## src/rtl/out_channel_buffer_pkg.sv

```systemverilog
// Shared types and helpers for the out-channel buffer (package out_channel_pkg).
// Optional word checker in the top is enabled with `define OUT_CHECK_EN.
package out_channel_pkg;

  typedef enum logic [1:0] {
    RUN   = 2'd0,
    DRAIN = 2'd1,
    DONE  = 2'd2
  } state_t;

  localparam int MEMORY_ELEMENT_WIDTH = 12;

  // Ceiling log2; pointer index width for a power-of-two depth.
  function automatic int clog2(input int value);
    int r;
    r = 0;
    for (int i = 0; i < 31; i++) begin
      if ((1 << i) < value) r = i + 1;
    end
    return r;
  endfunction

endpackage

```

## src/rtl/out_channel_buffer_fifo.sv

```systemverilog
// out_fifo: word storage with wrap-bit pointers. A write into a full FIFO is
// only accepted when a read happens in the same cycle. Head is read
// combinationally from registered storage, so there is no write-to-read bypass.
module out_fifo
  import out_channel_pkg::*;
#(
  parameter int W = MEMORY_ELEMENT_WIDTH,
  parameter int N = 8
) (
  input  logic         clock,
  input  logic         reset,
  input  logic         wr_req,
  input  logic [W-1:0] wr_data,
  input  logic         rd_req,
  output logic         wr_ok,
  output logic         rd_ok,
  output logic [W-1:0] rd_data,
  output logic         empty
);

  localparam int AW = clog2(N);

  logic [AW:0]  wr_ptr;
  logic [AW:0]  rd_ptr;
  logic [W-1:0] mem [N];
  logic         full;

  assign empty   = (wr_ptr == rd_ptr);
  assign full    = (wr_ptr[AW] != rd_ptr[AW]) && (wr_ptr[AW-1:0] == rd_ptr[AW-1:0]);
  assign rd_ok   = rd_req && !empty;
  assign wr_ok   = wr_req && (!full || rd_ok);
  // Drive zero when empty so the head is clean out of reset.
  assign rd_data = empty ? '0 : mem[rd_ptr[AW-1:0]];

  // Pointers advance modulo 2*N; the extra MSB separates full from empty.
  always_ff @(posedge clock or negedge reset) begin
    if (!reset) begin
      wr_ptr <= '0;
      rd_ptr <= '0;
    end else begin
      if (wr_ok) wr_ptr <= wr_ptr + 1'b1;
      if (rd_ok) rd_ptr <= rd_ptr + 1'b1;
    end
  end

  // Storage is data only; contents are meaningless until written.
  always_ff @(posedge clock) begin
    if (wr_ok) mem[wr_ptr[AW-1:0]] <= wr_data;
  end

endmodule

```

## src/rtl/out_channel_buffer.sv

```systemverilog
// out_channel_buffer: captures interpreter `out` words into a FIFO, streams
// them over valid/ready, and on prog_finished drains and reports
// finished/success. Define OUT_CHECK_EN to compare delivered words against
// the Expected table.
module out_channel_buffer
  import out_channel_pkg::*;
#(
  parameter int MemoryElementWidth = MEMORY_ELEMENT_WIDTH,
  parameter int NOut               = 8,
  parameter int NExpected          = 3,
  parameter logic [NExpected*MemoryElementWidth-1:0] Expected = {12'd1, 12'd0, 12'd3}
) (
  input  logic                          clock,
  input  logic                          reset,
  input  logic                          in_valid,
  input  logic [MemoryElementWidth-1:0] in_data,
  input  logic                          prog_finished,
  output logic                          out_valid,
  input  logic                          out_ready,
  output logic [MemoryElementWidth-1:0] out_data,
  output logic [15:0]                   word_count,
  output logic                          overflow,
  output logic                          finished,
  output logic                          success
);

  // Reject unusable configurations at elaboration.
  if ((NOut < 2) || ((NOut & (NOut - 1)) != 0) || (NExpected < 1) ||
      ($bits(Expected) != NExpected * MemoryElementWidth)) begin : g_bad_config
    $error("out_channel_buffer: invalid parameters");
  end

  state_t state;
  state_t state_next;
  logic   capture_req;
  logic   wr_ok;
  logic   xfer;
  logic   fifo_empty;
  logic   drop;
  logic   pass_now;

  assign capture_req = in_valid && (state == RUN);
  assign drop        = capture_req && !wr_ok;
  assign out_valid   = !fifo_empty;
  assign finished    = (state == DONE);

  out_fifo #(
    .W (MemoryElementWidth),
    .N (NOut)
  ) u_fifo (
    .clock   (clock),
    .reset   (reset),
    .wr_req  (capture_req),
    .wr_data (in_data),
    .rd_req  (out_ready),
    .wr_ok   (wr_ok),
    .rd_ok   (xfer),
    .rd_data (out_data),
    .empty   (fifo_empty)
  );

`ifdef OUT_CHECK_EN
  logic mismatch;
  int   exp_base;

  assign exp_base = int'(word_count) * MemoryElementWidth;
  assign pass_now = !overflow && !mismatch && (int'(word_count) == NExpected);

  // Sticky flag: any of the first NExpected delivered words differs from the table.
  always_ff @(posedge clock or negedge reset) begin
    if (!reset) begin
      mismatch <= 1'b0;
    end else if (xfer && (int'(word_count) < NExpected) &&
                 (out_data != Expected[exp_base +: MemoryElementWidth])) begin
      mismatch <= 1'b1;
    end
  end
`else
  assign pass_now = !overflow;
`endif

  // State register.
  always_ff @(posedge clock or negedge reset) begin
    if (!reset) state <= RUN;
    else        state <= state_next;
  end

  // Next state: RUN until prog_finished, DRAIN until empty, then DONE forever.
  always_comb begin
    state_next = state;
    case (state)
      RUN:     if (prog_finished) state_next = DRAIN;
      DRAIN:   if (fifo_empty)    state_next = DONE;
      DONE:    state_next = DONE;
      default: state_next = RUN;
    endcase
  end

  // Delivered-word counter (saturating), sticky overflow, and success latched on entering DONE.
  always_ff @(posedge clock or negedge reset) begin
    if (!reset) begin
      word_count <= '0;
      overflow   <= 1'b0;
      success    <= 1'b0;
    end else begin
      if (xfer && (word_count != 16'hFFFF)) word_count <= word_count + 16'd1;
      if (drop) overflow <= 1'b1;
      if ((state == DRAIN) && fifo_empty) success <= pass_now;
    end
  end

endmodule

```

## config.mk

```make
export PLATFORM = sky130hd
export DESIGN_NAME = out_channel_buffer
export DESIGN_NICKNAME = d
export VERILOG_FILES = /design/src/rtl/out_channel_buffer_pkg.sv /design/src/rtl/out_channel_buffer_fifo.sv /design/src/rtl/out_channel_buffer.sv
export SDC_FILE = /design/constraint.sdc
export NUM_CORES = 1
export LEC_CHECK = 0
export ABC_AREA = 1
export CAP_MARGIN = 20
export CORE_MARGIN = 3
export CORE_UTILIZATION = 59
export CTS_BUF_LIST = sky130_fd_sc_hd__clkbuf_4 sky130_fd_sc_hd__clkbuf_8
export DETAILED_ROUTE_END_ITERATION = 6
export GPL_TIMING_DRIVEN = 0
export PLACE_DENSITY = 0.93
export SLEW_MARGIN = 20
export SYNTH_ARGS = -nofsm -noshare
export SYNTH_HDL_FRONTEND = slang
export SYNTH_SLANG_ARGS = --single-unit
```

## constraint.sdc

```tcl
create_clock -name clock -period 6.4 [get_ports clock]
set_clock_uncertainty 0.05 [all_clocks]
set_input_delay 1.28 -clock clock [delete_from_list [all_inputs] [get_ports clock]]
set_output_delay 1.28 -clock clock [all_outputs]
set_load 0.02 [all_outputs]
```

Yosys cells after proc, flatten, opt, wreduce, memory -nomap -nowiden
Memory sizes are Yosys's and may differ from the RTL's. Cells that the tools add are included.

Add/subtract/negate cells: 3. Equal/unequal tests: 8. Mux-type cells: 6. Reduce and logical (&&, ||, !) cells: 14.

Operators with widths (count): $add A16 B1 Y16 const B (1); $ne A16 B16 Y1 const B (1); $mux W12 (1); $add A4 B1 Y4 const B (2); $logic_and A1 B1 Y1 (7); $pmux W2 S3 (1); $eq A4 B4 Y1 (1); $logic_not A1 Y1 (4); $mux W2 (2); $ne A2 B2 Y1 const B (2); $eq A3 B3 Y1 (1); $eq A2 B1 Y1 const B (1); $eq A2 B2 Y1 const B (1); $logic_not A2 Y1 (1); $mux W1 (2); $reduce_and A2 Y1 (1); $logic_or A1 B1 Y1 (1); $ne A1 B1 Y1 (1).

Register bits after elaboration: 28. Bits in writable memories: 96. Input bits: 17. Output and inout port bits: 32. Memories kept: 1.

Memory list: u_fifo.mem (words 8, bits a word 12, read ports 1, clocked after Yosys merged registers in 0, wr ports 1, RTL line out_channel_buffer_fifo.sv:25) `logic [W-1:0] mem [N];`.

Logic depth before layout (Yosys ltp)
Depth in word-level cells: 7. Mapped depth: 11.

By module
From an unflattened synthesis, not the netlist that was laid out.

Cell total of the unflattened synthesis: 535. Area, all modules: 5559.1 µm².

By module, submodules not included: out_fifo (instances 1, cells each 367, area an instance 4334.2 µm², seq. area each 3083.0 µm²); out_channel_buffer (instances 1, cells each 168, area an instance 1224.9 µm², seq. area each 500.5 µm²).

Worst setup path before layout
No wires, ideal clock.

Path kind: register -> output. From: reg u_fifo.rd_ptr[2]. To: out out_data[10]. Data arrival time: 1.496 ns. Data required time: 5.070 ns. Path slack: 3.574 ns. Cell stages (with the launch flop): 10. Buffers on the path: 2. Path through: dfrtp_1 -> buf_4 -> inv_1 -> nand2_1 -> nand2_1 -> nor2_2 -> nand2_4 -> buf_2 -> o21ai_0 -> nor2_1.

Cells in the longest elaborated chain, start to end: 2. Elaborated cells on any way between the ends: 3. Classes of those cells: 1 x eq/ne; 1 x mux; 1 x memory.

Ends and longest elaborated chain: start: declaration (RTL line out_channel_buffer_fifo.sv:24) `logic [AW:0] rd_ptr;`; start signal: assignment (RTL line out_channel_buffer_fifo.sv:42) `if (rd_ok) rd_ptr <= rd_ptr + 1'b1;`; $mem_v2 Z8 W12 or $eq A4 B4 Y1 (tied branches); $mux W12 * (RTL line out_channel_buffer_fifo.sv:33) `assign rd_data = empty ? '0 : mem[rd_ptr[AW-1:0]];`; end: declaration (RTL line out_channel_buffer.sv:20) `output logic [MemoryElementWidth-1:0] out_data,`.

Every way passes the cells marked *; elsewhere a longest branch is shown, timed or not.

Final worst setup path
From: reg u_fifo.rd_ptr[1]. To: out out_data[2].

The elaborated chain is that of the path after synthesis.

==> metrics.txt <==
Slew HR=a little over two fifths; max-slew violations=0; DRC Markers=0; htree depth=4; Period minus WS final=just over 4 ns; VDD IR max=about 0.0003 V; layout overhead on the synthesized area=18.4%; initial antenna violation count=0; clk sink count=around 120; Clk Latency, worst-skew pair=~0.42 ns; yosys warns=0; synth unique cells=30; placed cells=between 600 and 700; num rows=34; # setup viols final=0; Crit path arrival time=~2.8 ns; Hold Crit Class=reg -> reg; Setup crit start kind=flip-flop; Clock power frac=between 20% and 30%; I/O pin total=49; vias in the first global route=4325; Worst Reg-to-Reg Cells=8; Post-CTS Resized=0; Die Ht=between 100 and 150 um; CP Class=reg -> out; Leak=~2.5 nW; Worst R2R Setup Slack=3.99 ns; CP startpoint=u_fifo.rd_ptr[1]$_DFFE_PN0P_; RSZ-0062 raised after global routing=false; Starting DRT DRC Count=approximately 520; sequential share of the synthesized area=64.4%; cell count after synthesis=536; TritonCTS Buffers=17; Switch Pwr=between 1 and 1.5 mW; WL/cell=18.8 um; syn nets=560; Routed Antenna Nets=0; WL final=between 10 and 15 mm; CTS Root Buffer Type=clkbuf_8; sequential share of power=34.3%; first-pass GRT wire length=21.5 mm; Final Hold Viols=0; reg-to-reg critical path startpoint=u_fifo.rd_ptr[2]$_DFFE_PN0P_; Via-to-Cell Ratio=a little over 6; P_int=about 1.8 mW; Synth top area share=about 52%; layout cell share with drive strength beyond 1=between 10% and 20%; final cell count without fillers=between 700 and 800; sw frac=~41%; # port buffers=47; Reg area=between 0.003 and 0.004 sq mm; part of the power in combinational logic=43.8%; P per Cell Area=463 mW/mm^2; worst setup path end=out_data[2]; Final WS setup=about 2.3 ns; largest net degree at the start of global routing=29; period utilisation layout=~65%; area occupied by multi-input gates=about 0.0018 sq mm; FF+latch count, synth=124; number of hold buffers added after cts=0; Fin Setup TNS=0 ns; Synth Cell Area=about 0.0056 sq mm; die width=slightly above 100 um; TritonCTS clock tree=done; RR Endpoint=u_fifo.mem[0][9]$_DFFE_PP_; Synth area leaders=edfxtp_1 52%, dfrtp_1 13%, nor2_1 7.4%, nand2_1 6.9%, o21ai_0 6.7%; Placer Congestion=roughly 0.87; CP max FO=10; total of max-cap violations=0; starting density of the core=roughly 62%; GRT overflow=0; vias after detailed routing=roughly 4400; Crit. End Element=output port; core area=0.00893 sq mm; maximum clock path buffer count=2; Reg clk slew, reported paths=around 0.07 ns; Nets=628; Synth area leader=edfxtp_1; n_diodes=0; die area=between 0.01 and 0.015 sq mm; gr usage total=a little over a quarter; post-DP HPWL=8.30 mm; # fillers=approximately 550; worst slew pin tran=approximately 0.85 ns; syn avg cell area=between 10 and 15 sq um; status=finished, final reports clean; WP data required=5.07 ns; Place WS=between 2 and 3 ns; Fmax achieved=about 0.24 GHz; DR pass1 iterations=5; Post CTS Setup Buffer Count=0
==> synth_stat cells (all sizes together) <==
master    n
nand2   107
clkbuf   10
o21ai    75
o22ai    12
o21bai    1
nor2    113
dfrtp    28
o21a      1
edfxtp   96
xor2     11
ha        7
buf      14
inv      25
xnor2     4
nand3    21
nor3      2
nand4     9
==> kinds of logic (layout without fill, tap and decap cells) <==
logic type	count (synthesis)	count (layout)	synth area share, %
and+or+nand+nor	252	252	19.3
DFF	124	124	64.4
AOI/OAI and AO/OA	89	89	8.36
buffers and inverters	49	129	4.02
xor gates and xnor gates	15	15	2.36
adders and majority gates	7	7	1.57
==> layout make-up <==
class	count	share of cell area, %
inverter	25	1.42
tap	108	2.05
buffer	24	1.97
timing repair buffer	49	7.40
clock inverter	13	2.22
multi-input combinational	363	26.9
clock buffer	18	3.66
sequential	124	54.4
==> registers in the layout (all words and copies together) (netlist names) <==
register	flops
u_fifo.rd_ptr	4
u_fifo.mem	96
state	2
u_fifo.wr_ptr	4
overflow	1
success	1
word_count	16
==> how the worst min path moves through the flow <==
| stage | endpoint | cells after the start | slack (ns) | start |
|---|---|---|---|---|
| after floorplan | u_fifo.wr_ptr[3]$_DFFE_PN0P_ | 2 | 0.41 | u_fifo.wr_ptr[3]$_DFFE_PN0P_ |
| after global placement | success$_DFFE_PN0P_ | 2 | 0.42 | success$_DFFE_PN0P_ |
| after detailed placement | success$_DFFE_PN0P_ | 2 | 0.43 | success$_DFFE_PN0P_ |
| after CTS | success$_DFFE_PN0P_ | 2 | 0.44 | success$_DFFE_PN0P_ |
| after global routing | state[1]$_DFFE_PN0P_ | 2 | 0.47 | state[1]$_DFFE_PN0P_ |
| final | success$_DFFE_PN0P_ | 2 | 0.44 | success$_DFFE_PN0P_ |
==> through the flow <==
stage / hold WS (ns) / instance area, sq um / total power [mW] / util [%]
after floorplan: 0.414 / 5570 / 1.85 / -
after global placement: 0.422 / 6170 / 2.28 / 69.1
after detailed placement: 0.427 / 6200 / 2.34 / 69.4
after CTS: 0.444 / 6590 / 3.03 / 73.7
after global routing: 0.474 / 6590 / 3.20 / 73.8
final: 0.441 / 6590 / 3.05 / 73.8
==> power by group through the flow <==
stage	Clock (mW)	Combinational [mW]	Sequential [mW]
final	0.670	1.33	1.05
after global routing	0.707	1.44	1.05
after CTS	0.670	1.32	1.04
after detailed placement	0	1.29	1.05
after global placement	0	1.23	1.05
after floorplan	0	0.785	1.06
==> placed cells by master, fill, tap and decap left out <==
| cell type | n |
|---|---|
| edfxtp_1 | 96 |
| nor3_1 | 1 |
| ha_1 | 7 |
| inv_1 | 22 |
| bufinv_16 | 2 |
| clkinv_4 | 5 |
| clkinv_1 | 1 |
| nand4_1 | 8 |
| clkbuf_4 | 1 |
| nand2_2 | 3 |
| clkbuf_8 | 17 |
| xor2_1 | 11 |
| buf_2 | 9 |
| o22ai_1 | 12 |
| nand3_2 | 1 |
| inv_2 | 3 |
| clkdlybuf4s50_1 | 46 |
| nand4_4 | 1 |
| nor2_2 | 7 |
| o21ai_0 | 74 |
| buf_6 | 5 |
| clkbuf_1 | 10 |
| nor3_4 | 1 |
| nor2_1 | 105 |
| nand2_4 | 2 |
| nor2_4 | 1 |
| nand3_4 | 1 |
| xnor2_1 | 4 |
| o21a_1 | 1 |
| buf_4 | 2 |
| clkinvlp_4 | 4 |
| buf_1 | 1 |
| o21bai_1 | 1 |
| dfrtp_1 | 28 |
| inv_6 | 1 |
| o21ai_1 | 1 |
| nand3_1 | 19 |
| nand2_1 | 102 |
==> layer usage <==
metal	global-route usage [%]	vias to the layer above	wire length, um
li1	-	1967	-
met1	33.2	2054	4980
met2	46.2	301	6950
met3	6.02	47	1370
met4	12.4	0	346
met5	0	-	0
==> worst max-delay path, stage by stage (launching register included) <==
cell,delay [ns]
dfrtp_1,0.39
buf_2,0.24
clkbuf_1,0.46
o21ai_0,0.27
o22ai_1,0.20
nor2_1,0.08
nor2_1,0.14
clkdlybuf4s50_1,0.61
Power figures use the tool's default switching activity.
